$ cat src/rtl/id_ex_pipe_reg.sv
// rtl/id_ex_pipe_reg.sv - ID/EX pipeline register with stall, flush bubble and bubble counter
module id_ex_pipe_reg #(
    parameter int XLEN  = 32,
    parameter int CNT_W = 32
) (
    input  logic             clk_i,
    input  logic             rst_i,
    input  logic             stall_i,
    input  logic             flush_i,
    input  logic             valid_i,
    input  logic             RegWrite_i,
    input  logic             MemtoReg_i,
    input  logic             MemRead_i,
    input  logic             MemWrite_i,
    input  logic             ALUSrc_i,
    input  logic [1:0]       ALUOp_i,
    input  logic [9:0]       funct_i,
    input  logic [XLEN-1:0]  RS1data_i,
    input  logic [XLEN-1:0]  RS2data_i,
    input  logic [XLEN-1:0]  imm_i,
    input  logic [4:0]       RS1addr_i,
    input  logic [4:0]       RS2addr_i,
    input  logic [4:0]       RDaddr_i,
    output logic             valid_o,
    output logic             RegWrite_o,
    output logic             MemtoReg_o,
    output logic             MemRead_o,
    output logic             MemWrite_o,
    output logic             ALUSrc_o,
    output logic [1:0]       ALUOp_o,
    output logic [9:0]       funct_o,
    output logic [XLEN-1:0]  RS1data_o,
    output logic [XLEN-1:0]  RS2data_o,
    output logic [XLEN-1:0]  imm_o,
    output logic [4:0]       RS1addr_o,
    output logic [4:0]       RS2addr_o,
    output logic [4:0]       RDaddr_o,
    output logic [CNT_W-1:0] bubble_cnt_o
);

    logic             r_valid;
    logic             r_regwrite;
    logic             r_memtoreg;
    logic             r_memread;
    logic             r_memwrite;
    logic             r_alusrc;
    logic [1:0]       r_aluop;
    logic [9:0]       r_funct;
    logic [XLEN-1:0]  r_rs1data;
    logic [XLEN-1:0]  r_rs2data;
    logic [XLEN-1:0]  r_imm;
    logic [4:0]       r_rs1addr;
    logic [4:0]       r_rs2addr;
    logic [4:0]       r_rdaddr;
    logic [CNT_W-1:0] r_bubble_cnt;

    logic w_bubble;
    logic w_cnt_sat;

    // A bubble enters the slot on a flush, or on a load of an empty ID slot.
    assign w_bubble  = flush_i | (~stall_i & ~valid_i);
    assign w_cnt_sat = &r_bubble_cnt;

    always_ff @(posedge clk_i or posedge rst_i) begin
        if (rst_i) begin
            r_valid    <= 1'b0;
            r_regwrite <= 1'b0;
            r_memtoreg <= 1'b0;
            r_memread  <= 1'b0;
            r_memwrite <= 1'b0;
            r_alusrc   <= 1'b0;
            r_aluop    <= '0;
            r_funct    <= '0;
            r_rs1data  <= '0;
            r_rs2data  <= '0;
            r_imm      <= '0;
            r_rs1addr  <= '0;
            r_rs2addr  <= '0;
            r_rdaddr   <= '0;
        end else if (flush_i) begin
            r_valid    <= 1'b0;
            r_regwrite <= 1'b0;
            r_memtoreg <= 1'b0;
            r_memread  <= 1'b0;
            r_memwrite <= 1'b0;
            r_alusrc   <= 1'b0;
            r_aluop    <= '0;
            r_funct    <= '0;
            r_rs1data  <= '0;
            r_rs2data  <= '0;
            r_imm      <= '0;
            r_rs1addr  <= '0;
            r_rs2addr  <= '0;
            r_rdaddr   <= '0;
        end else if (!stall_i) begin
            // Side-effecting controls are masked so a bubble can never write state.
            r_valid    <= valid_i;
            r_regwrite <= RegWrite_i & valid_i;
            r_memread  <= MemRead_i & valid_i;
            r_memwrite <= MemWrite_i & valid_i;
            r_memtoreg <= MemtoReg_i;
            r_alusrc   <= ALUSrc_i;
            r_aluop    <= ALUOp_i;
            r_funct    <= funct_i;
            r_rs1data  <= RS1data_i;
            r_rs2data  <= RS2data_i;
            r_imm      <= imm_i;
            r_rs1addr  <= RS1addr_i;
            r_rs2addr  <= RS2addr_i;
            r_rdaddr   <= RDaddr_i;
        end
    end

    always_ff @(posedge clk_i or posedge rst_i) begin
        if (rst_i) begin
            r_bubble_cnt <= '0;
        end else if (w_bubble && !w_cnt_sat) begin
            r_bubble_cnt <= r_bubble_cnt + 1'b1;
        end
    end

    assign valid_o      = r_valid;
    assign RegWrite_o   = r_regwrite;
    assign MemtoReg_o   = r_memtoreg;
    assign MemRead_o    = r_memread;
    assign MemWrite_o   = r_memwrite;
    assign ALUSrc_o     = r_alusrc;
    assign ALUOp_o      = r_aluop;
    assign funct_o      = r_funct;
    assign RS1data_o    = r_rs1data;
    assign RS2data_o    = r_rs2data;
    assign imm_o        = r_imm;
    assign RS1addr_o    = r_rs1addr;
    assign RS2addr_o    = r_rs2addr;
    assign RDaddr_o     = r_rdaddr;
    assign bubble_cnt_o = r_bubble_cnt;

endmodule

$ cat config.mk
export PLATFORM = sky130hd
export DESIGN_NAME = id_ex_pipe_reg
export DESIGN_NICKNAME = d
export VERILOG_FILES = /design/src/rtl/id_ex_pipe_reg.sv
export SDC_FILE = /design/constraint.sdc
export NUM_CORES = 1
export LEC_CHECK = 0
export CAP_MARGIN = 20
export CORE_UTILIZATION = 46
export CTS_CLUSTER_SIZE = 14
export DETAILED_ROUTE_END_ITERATION = 6
export PLACE_DENSITY_LB_ADDON = 0.08
export SLEW_MARGIN = 20
export SYNTH_ARGS = -nofsm -noshare
export SYNTH_HDL_FRONTEND = slang
export SYNTH_SLANG_ARGS = --single-unit
$ cat constraint.sdc
create_clock -name clk_i -period 11.2 [get_ports clk_i]
set_input_delay 1.68 -clock clk_i [delete_from_list [all_inputs] [get_ports clk_i]]
set_output_delay 1.68 -clock clk_i [all_outputs]
set_load 0.01 [all_outputs]
==> results.md <==
- CTS clock-pin slew for the worst setup and hold paths: 60 ps
- Clock Skews: 6.39 ps
- Hold Path Stages: 2
- Gpl congestion: 0.799
- Commonest non-fill, non-tap cell in the layout: clkdlybuf4s50_1
- Total wire length: 18200 µm
- Post-CTS Resized: 0
- Max-slew violation count: 0
- Final total power: 1500 µW
- Setup TNS: 0 ps
- Max Clk Rate: 305 MHz
- Run status: finished clean
- YS warnings: 0
- Via Count: 5266
- Avg Synthesized Cell Area: 11.8 µm²
- Met3 WL: 1500 µm
- Wire length on met2: 9200 µm
- Crit path time final: 3280 ps
- Hold Crit Class: register to register
- WL/cell: 17.4 µm
- Die width: 123 µm
- Routed Antenna Nets: 0
- Initial DRT Pass Iterations: 5
- Max_slew headroom: 34.3%
- CP endpoint kind: asynchronous set/reset pin
- Initial antenna violation count: 0
- CTS tree: done
- Crit Path Max Fanout: 84
- CP arrival: 3680 ps
- Worst min-delay path startpoint: imm_o[11]$_DFFE_PP0P_
- Layout Nets: 991
- Cts-stage hold buffer count: 0
- Leak: 0.00491 µW
- WS Path Type: primary input to asynchronous set/reset pin
- Critical Path, Cell by Cell: clkdlybuf4s50_1 > inv_6 > buf_4
- Share of cells above drive strength 1: 5.40%
- Sequential area share after synthesis: 59.6%
- WP buf/inv: 3
- All-Layer GR Usage: 24.5%
- Final Util: 74.0%
- CTS Buffer Depth: 2
- Fraction of registers with async set/reset: 100%
- Max incr delay on CP: 870 ps
- Net Count, Synth: 707
- Die height: 123 µm
- Total gr overflow: 0
- Worst hold slack: 517 ps
- DR vias/cell: 5.02
- Max-cap viol count: 0
- Worst skew pair latency: 420 ps
- DP Wirelength: 13000 µm
- Fin area: 10400 µm²
- Stages on worst setup path: 3
- # rows: 43
- Fin. Hold Viols: 0
- Crit path from: rst_i
- Slowest cell on crit path: buf_4
- Startpoint Class: primary input
- Residual DRC: 0
- CORE AREA: 14100 µm²
- Unique masters post-synth: 38
- Post-CTS setup buffer count: 0
- Largest net degree at the start of global routing: 107
- Area growth, synth to finish: 54.4%
- M1 wire length: 7090 µm
- Pwr/cell area: 144 nW/µm²
- Fill count: 1012
- Cts bufs inserted: 17
- Most frequent cells in the layout: 291 x clkdlybuf4s50_1, 161 x dfrtp_1, 143 x nor2_1
- Cell family with most CP delay: buffers and inverters
- Root Buffer: clkbuf_16
- Crit path required time: 11600 ps
- Max VDD drop: 0.000136 V
- Buffers on Ports: 293
- Number of synthesized flops with an enable pin: 0
- First-pass GRT wire length: 28000 µm
- DIE AREA: 15200 µm²
- R2R depth: 5
- DRT iter0 DRCs: 260
- Reg-to-reg startpoint: bubble_cnt_o[4]$_DFFE_PP0P_
- IO Count: 294
- Ratio of final minimum period to clock period: 29.3%
- Count of final setup violators: 0
- Mapped Cells: 573
- RSZ-0062 raised after global routing: false
- Sink Count: 161
- Top_reg_cell synth: dfrtp_1
- H-Tree Depth: 4
- Seq cells post-synth: 161
- Ant. Diodes: 0
- Initial Util: 47.9%
- Placed Area: 9800 µm²
- Number of global-route vias before repair: 5326
- Mapped cell area: 6760 µm²
- Max layer used: met4
- Worst Tran Pin Value: 985 ps
power by group:
group | leakage, µW | switching [µW] | internal, µW | total [µW]
sequential | 0.00214 | 35.4 | 621 | 657
clock | 0.000292 | 225 | 367 | 592
combinational | 0.00249 | 107 | 147 | 255
final timing paths:
| kind | to | slack, ps |
|---|---|---|
| min reg2reg | imm_o[11]$_DFFE_PP0P_ | 520 |
| max | imm_o[9]$_DFFE_PP0P_ | 7920 |
| min in group asynchronous | imm_o[11]$_DFFE_PP0P_ | 1770 |
| max reg2reg | bubble_cnt_o[1]$_DFFE_PP0P_ | 8600 |
| max in group clk_i | bubble_cnt_o[29]$_DFFE_PP0P_ | 8030 |
| min | imm_o[11]$_DFFE_PP0P_ | 520 |
area by class of cell:
class                           instances  area [µm²]  area share, %
Clock buffer                           22         474           4.54
Clock inverter                         10         133           1.27
Tap cell                              180         225           2.16
Timing Repair Buffer                  297        2990           28.6
Multi-Input combinational cell        378        2580           24.7
Inverter                                2        12.5          0.120
Sequential cell                       161        4030           38.6
Yosys cell counts (2+ instances only):
| cell | n | share of area (%) |
|---|---|---|
| nor4_2 | 2 | 0.37 |
| a22oi_1 | 3 | 0.33 |
| nor4_1 | 3 | 0.28 |
| nand3_1 | 14 | 1.0 |
| dfrtp_1 | 161 | 60 |
| xor2_1 | 27 | 3.5 |
| nand4_1 | 6 | 0.56 |
| nor3_1 | 12 | 0.89 |
| mux2i_1 | 125 | 19 |
| inv_1 | 2 | 0.11 |
| nand2_1 | 16 | 0.89 |
| clkbuf_1 | 16 | 0.89 |
| buf_1 | 2 | 0.11 |
| xnor2_1 | 4 | 0.52 |
| buf_2 | 12 | 0.89 |
| and3_1 | 4 | 0.37 |
| nor2_1 | 143 | 7.9 |
stage by stage:
step,cells,setup WS [ps]
final,1050,7920
after global routing,1050,7610
after CTS,1049,7810
after detailed placement,1017,7370
after global placement,1017,7420
after floorplan,573,5170
cell families (layout without fill, tap and decap cells):
family,Yosys count,in the layout,share of synthesized area (%)
xor gates and xnor gates,31,31,4.02
buffers and inverters,34,331,2.28
DFF,161,161,59.6
and+or+nand+nor,212,212,14.3
AOI/OAI and AO/OA,8,8,0.926
adders and majority gates,1,1,0.185
muxes,126,126,18.7
flip-flops by register name, summed over array words and instances (netlist names), 2 cells and up:
| name | count |
|---|---|
| ALUOp_o | 2 |
| RDaddr_o | 5 |
| RS1addr_o | 5 |
| RS1data_o | 32 |
| RS2addr_o | 5 |
| RS2data_o | 32 |
| bubble_cnt_o | 32 |
| funct_o | 10 |
| imm_o | 32 |
per-layer routing:
metal	GRT usage (%)	vias up
li1	-	2504
met1	28.4	2541
met2	42.2	192
met3	7.47	29
met4	9.86	0
met5	0	-
worst register-to-register path, cell delays in order (launching register included):
cell     delay, ps
dfrtp_1        450
nand4_2        300
nor4_4         380
and3_1         780
or2_2          270
mux2_1         320
No activity file was read; power rests on OpenSTA's default activity.
